===== src/rtl/fft_r2_stage_ctrl_if.sv =====
// Control-side signal bundle of one radix-2 SDF FFT stage sequencer:
// the input strobe, FIFO flags and enables, and the butterfly/twiddle markers.
interface fft_r2_stage_ctrl_if #(
  parameter int TF_ADDR_LEN = 6
);
  logic                   data_in_valid;
  logic                   fifo_full;
  logic                   fifo_empty;
  logic                   fifo_wr_en;
  logic                   fifo_rd_en;
  logic                   pair_valid;
  logic [TF_ADDR_LEN-1:0] tf_addr;
  logic                   frame_start;
  logic                   frame_done;
  logic                   busy;
  logic                   err;

  modport master (
    output data_in_valid, fifo_full, fifo_empty,
    input  fifo_wr_en, fifo_rd_en, pair_valid, tf_addr,
           frame_start, frame_done, busy, err
  );

  modport slave (
    input  data_in_valid, fifo_full, fifo_empty,
    output fifo_wr_en, fifo_rd_en, pair_valid, tf_addr,
           frame_start, frame_done, busy, err
  );
endinterface


===== src/rtl/fft_r2_stage_ctrl.sv =====
// Sequencer for one radix-2 SDF FFT stage: fills the half-frame FIFO, then pairs
// each second-half sample with the stored first-half sample and issues twiddle addresses.
//
// state | meaning
// IDLE  | waiting for sample 0 of the first frame
// FILL  | writing first-half samples into the FIFO
// PAIR  | reading FIFO, one read per second-half sample
// ERR   | FIFO misuse seen; held until reset
module fft_r2_stage_ctrl #(
  parameter int HALF_LEN    = 64,
  parameter int CNT_LEN     = 6,
  parameter int TF_ADDR_LEN = 6,
  parameter int TF_STEP     = 1
) (
  input  logic             clk,
  input  logic             rst,
  fft_r2_stage_ctrl_if.slave bus
);
  typedef enum logic [1:0] {IDLE, FILL, PAIR, ERR} state_t;

  localparam logic [CNT_LEN-1:0] CNT_LAST = CNT_LEN'(HALF_LEN - 1);

  state_t                 state, state_nxt;
  logic [CNT_LEN-1:0]     cnt, cnt_nxt;
  logic                   wr_en, rd_en, last, fault;
  logic [TF_ADDR_LEN-1:0] tf_nxt, tf_addr;
  logic                   pair_valid, frame_start, frame_done, err;

  always_ff @(posedge clk) begin
    if (rst) begin
      state <= IDLE;
      cnt   <= '0;
    end else begin
      state <= state_nxt;
      cnt   <= cnt_nxt;
    end
  end

  always_comb begin
    state_nxt = state;
    cnt_nxt   = cnt;
    wr_en     = bus.data_in_valid & ((state == IDLE) | (state == FILL));
    rd_en     = bus.data_in_valid & (state == PAIR);
    last      = (cnt == CNT_LAST);
    // Full is legal only at the very start of PAIR, before the first read drains it
    fault     = (wr_en & bus.fifo_full) | (rd_en & bus.fifo_empty) |
                ((state == PAIR) & bus.fifo_full & (cnt != '0));
    tf_nxt    = TF_ADDR_LEN'(32'(cnt) * 32'(TF_STEP));
    if (fault) begin
      state_nxt = ERR;
    end else begin
      case (state)
        IDLE: begin
          if (bus.data_in_valid) begin
            cnt_nxt   = CNT_LEN'(1);
            state_nxt = FILL;
          end
        end
        FILL, PAIR: begin
          if (bus.data_in_valid) begin
            if (last) begin
              cnt_nxt   = '0;
              state_nxt = (state == FILL) ? PAIR : FILL;
            end else begin
              cnt_nxt = cnt + CNT_LEN'(1);
            end
          end
        end
        ERR:     ;
        default: state_nxt = ERR;
      endcase
    end
  end

  always_ff @(posedge clk) begin
    if (rst) begin
      pair_valid  <= 1'b0;
      frame_start <= 1'b0;
      frame_done  <= 1'b0;
      tf_addr     <= '0;
      err         <= 1'b0;
    end else begin
      pair_valid  <= rd_en & ~fault;
      frame_start <= rd_en & ~fault & (cnt == '0);
      frame_done  <= rd_en & ~fault & last;
      if (rd_en) tf_addr <= tf_nxt;
      if (fault) err <= 1'b1;
    end
  end

  assign bus.fifo_wr_en  = wr_en;
  assign bus.fifo_rd_en  = rd_en;
  assign bus.pair_valid  = pair_valid;
  assign bus.tf_addr     = tf_addr;
  assign bus.frame_start = frame_start;
  assign bus.frame_done  = frame_done;
  assign bus.busy        = (state == FILL) | (state == PAIR);
  assign bus.err         = err;
endmodule


===== src/flat_wrapper.sv =====
// flat-port wrapper written by rule: the top's interface ports become plain ports
module fft_r2_stage_ctrl_flat 
#(
  parameter int HALF_LEN    = 64,
  parameter int CNT_LEN     = 6,
  parameter int TF_ADDR_LEN = 6,
  parameter int TF_STEP     = 1
)
  (clk, rst, bus_data_in_valid, bus_fifo_full, bus_fifo_empty, bus_fifo_wr_en, bus_fifo_rd_en, bus_pair_valid, bus_tf_addr, bus_frame_start, bus_frame_done, bus_busy, bus_err);
  fft_r2_stage_ctrl_if #(.TF_ADDR_LEN(TF_ADDR_LEN)) bus_i ();
  input  logic clk;
  input  logic rst;
  input wire logic [$bits(bus_i.data_in_valid)-1:0] bus_data_in_valid;
  input wire logic [$bits(bus_i.fifo_full)-1:0] bus_fifo_full;
  input wire logic [$bits(bus_i.fifo_empty)-1:0] bus_fifo_empty;
  output wire logic [$bits(bus_i.fifo_wr_en)-1:0] bus_fifo_wr_en;
  output wire logic [$bits(bus_i.fifo_rd_en)-1:0] bus_fifo_rd_en;
  output wire logic [$bits(bus_i.pair_valid)-1:0] bus_pair_valid;
  output wire logic [$bits(bus_i.tf_addr)-1:0] bus_tf_addr;
  output wire logic [$bits(bus_i.frame_start)-1:0] bus_frame_start;
  output wire logic [$bits(bus_i.frame_done)-1:0] bus_frame_done;
  output wire logic [$bits(bus_i.busy)-1:0] bus_busy;
  output wire logic [$bits(bus_i.err)-1:0] bus_err;
  assign bus_i.data_in_valid = bus_data_in_valid;
  assign bus_i.fifo_full = bus_fifo_full;
  assign bus_i.fifo_empty = bus_fifo_empty;
  assign bus_fifo_wr_en = bus_i.fifo_wr_en;
  assign bus_fifo_rd_en = bus_i.fifo_rd_en;
  assign bus_pair_valid = bus_i.pair_valid;
  assign bus_tf_addr = bus_i.tf_addr;
  assign bus_frame_start = bus_i.frame_start;
  assign bus_frame_done = bus_i.frame_done;
  assign bus_busy = bus_i.busy;
  assign bus_err = bus_i.err;
  fft_r2_stage_ctrl #(.HALF_LEN(HALF_LEN), .CNT_LEN(CNT_LEN), .TF_ADDR_LEN(TF_ADDR_LEN), .TF_STEP(TF_STEP)) u_core (.clk(clk), .rst(rst), .bus(bus_i));
endmodule

===== config.mk =====
export PLATFORM = sky130hd
export DESIGN_NAME = fft_r2_stage_ctrl_flat
export DESIGN_NICKNAME = d
export VERILOG_FILES = /design/src/rtl/fft_r2_stage_ctrl_if.sv /design/src/rtl/fft_r2_stage_ctrl.sv /design/src/flat_wrapper.sv
export SDC_FILE = /design/constraint.sdc
export NUM_CORES = 1
export LEC_CHECK = 0
export BUFFER_PORTS_ARGS = -buffer_cell sky130_fd_sc_hd__buf_2
export CAP_MARGIN = 25
export CORE_MARGIN = 10
export CORE_UTILIZATION = 53
export DETAILED_ROUTE_END_ITERATION = 10
export GPL_ROUTABILITY_DRIVEN = 0
export PLACE_DENSITY = 0.77
export REMOVE_ABC_BUFFERS = 1
export SYNTH_ARGS = -nofsm -noshare
export SYNTH_HDL_FRONTEND = slang
export SYNTH_SLANG_ARGS = --single-unit

===== constraint.sdc =====
create_clock -name clk -period 2 [get_ports clk]
set_input_delay 0.3 -clock clk [delete_from_list [all_inputs] [get_ports clk]]
set_output_delay 0.3 -clock clk [all_outputs]
set_load 0.005 [all_outputs]

==> metrics.cfg <==
[setup_path]
required_ns=2.20
path_class=flip-flop to flip-flop
r2r_cells=6
endpoint_kind=flip-flop
arrival_ns=2.09
path_max_fanout=9
cp-start-kind=flip-flop

[run]
maxCapViolCount=0

[clock_network]
cts.path.max_buffers=2
cts.sinks=18
cts_buffers=3
cts_root_buffer=clkbuf_4
postCtsSetupRepairBufs=0
ctsHoldBuffers=0
clk_latency_ns=0.30
clk_pin_slew_ns=0.11
htree_levels=1
cts_tree=yes

[placed_design]
dpl.hpwl_um=1580
port_buffers=17
placed_cell_area_um2=1050

[yosys]
synth_cell_types=33
synth_seq_cells=18
yosysTopAreaCellShare=0.376
yosysTopAreaCell=dfxtp_1
yosys_warnings=0
ys_seq_area_frac=0.376
synthTopCellsByArea=dfxtp_1, ha_1, nand2_1
synth_area_um2=957
synth_area_per_cell_um2=8.86
synthCells=108

[drt]
drc=0
wl_met2_um=1060
drt-pass1-iter-count=4
viasPerCell=5.60
met3WireLength_um=176
antenna_left=0
finalWirelength_um=2150
wl_per_cell_um=14.3
first_iter_violations=31
met1_length_um=864
num_vias=846
dr.max_layer_used=met4

[power_and_ir_drop]
p_sw_frac=0.395
p_leak_nw=0.466
p_sw_mw=0.529
internal_power_mw=0.811
p_per_area_nw_per_um2=1230
p_seq_frac=0.338
p_comb_frac=0.489
p_clk_frac=0.172
peakVddDrop_mv=0.915

[final_layout]
synthToLayoutAreaGrowth_pct=13.7
final_common_cell=nand2_1
drive_above_1_share=0.246
fill_cells=160
nets=139
layout_common_cells=nand2_1, dfxtp_1, buf_2
finalInstanceArea_um2=1090
diodes=0
ff_latch_area_um2=360
final_util=0.630
multi_input_area_um2=534

[timing]
relSlewSlack=0.771
finalHoldViolCount=0
fmax_mhz=531
min_period_ns=1.88
hold_ws_ns=0.370
fin_skew_ns=0.00109
post-route-period-util=0.942
rsz0062_at_grt=false
finalSetupViolations=0
worst_slew_pin_slew_ns=0.344
drv_slew=0
totalNegativeSetupSlack_ns=0

[grt]
grt_pass1_vias=847
grt_usage=0.114
antenna_found_initial=0
grt_max_degree=19
grt_overflow=0
grt_pass1_wl_um=3770

[floorplan]
die_y_um=62.5
die_area_um2=3910
dieWidth_um=62.5
start_util=0.554
num_io_pins=18
core_area_um2=1730
rows=15

[worst_hold_path]
hold_depth=2
min_path_type=input port to flip-flop

[run_status]
status=finished clean

## worst paths after layout
| kind | startpoint | end | slack, ns |
|---|---|---|---|
| worst max-delay path | u_core.state[0]$_SDFFE_PP0P_ | u_core.cnt[5]$_SDFFE_PP0P_ | 0.12 |
| worst min-delay path | rst | u_core.bus.err$_SDFFE_PP0P_ | 0.37 |
| worst max register to register | u_core.state[0]$_SDFFE_PP0P_ | u_core.cnt[5]$_SDFFE_PP0P_ | 0.12 |
| worst min register to register | u_core.bus.tf_addr[0]$_SDFFE_PP0N_ | u_core.bus.tf_addr[0]$_SDFFE_PP0N_ | 0.46 |
## state kept, by name, summed over array words and instances (netlist names)
| name | cells |
|---|---|
| u_core.bus.pair_valid | 1 |
| u_core.bus.err | 1 |
| u_core.cnt | 6 |
| u_core.bus.tf_addr | 6 |
| u_core.state | 2 |
| u_core.bus.frame_done | 1 |
| u_core.bus.frame_start | 1 |
## final cells by class
class,instances,area share
Tap cell,25,0.0287
Clock buffer,4,0.0333
Timing Repair Buffer,19,0.0920
Inverter,7,0.0241
Multi-Input combinational cell,78,0.491
Sequential cell,18,0.331
## cell usage after synthesis
master and count:
mux2_2 1, buf_6 2, o32ai_2 1, o21a_1 1, o21ai_0 1, nor2_1 4, o2111a_1 1, a21oi_1 11
ha_1 7, nand4_1 1, a41o_1 1, o211ai_1 3, nand2_1 19, nand4b_1 1, a311oi_1 1, nor4_4 1
and2_1 1, buf_4 1, and4b_1 1, o21bai_1 1, nor4_1 2, nand2b_1 1, nor3_1 4, nor2b_1 1
dfxtp_1 18, and3_4 1, nor4_2 1, a32o_1 3, nand3_1 5, clkbuf_1 2, inv_1 7, mux2i_1 1
a21o_2 2
## cells by family (layout without fill, tap and decap cells)
group / count (synthesis) / in the layout / synth area share
DFF: 18 / 18 / 0.376
adders and majority gates: 7 / 7 / 0.0915
muxes: 2 / 2 / 0.0222
and+or+nand+nor: 43 / 43 / 0.243
buffers and inverters: 12 / 30 / 0.0667
AOI/OAI and AO/OA: 26 / 26 / 0.200
## metal layers
metal,track usage,up-vias
li1,-,424
met1,0.124,378
met2,0.196,37
met3,0.0341,7
met4,0.0587,0
met5,0,-
## timing repair
action                                  in CTS  in global routing
endpoints found under the setup margin       0                  4
hold endpoints to repair                     0                  0
resized for setup                            0                  1
## power groups by stage
stage | registers, mW | logic, mW | clock network [mW]
after floorplan | 0.452 | 0.456 | 0
after global placement | 0.459 | 0.611 | 0
after detailed placement | 0.462 | 0.640 | 0
after CTS | 0.453 | 0.651 | 0.237
after global routing | 0.461 | 0.734 | 0.249
final | 0.454 | 0.656 | 0.231
## per-stage QoR
step,setup WS (ns),std cells,total power [mW]
final,0.116,151,1.34
after CTS,0.0812,151,1.34
after global placement,0.217,147,1.07
after global routing,0.0253,151,1.44
after floorplan,0.202,103,0.908
after detailed placement,0.0904,147,1.10
## critical path: stages (launching register included)
cell and delay [ns]:
dfxtp_1 0.40, inv_1 0.10, ha_1 0.35, o21bai_1 0.19, and4b_2 0.36, o211ai_1 0.12
a32o_1 0.27
Note: power is estimated with default switching activity, not from simulation.
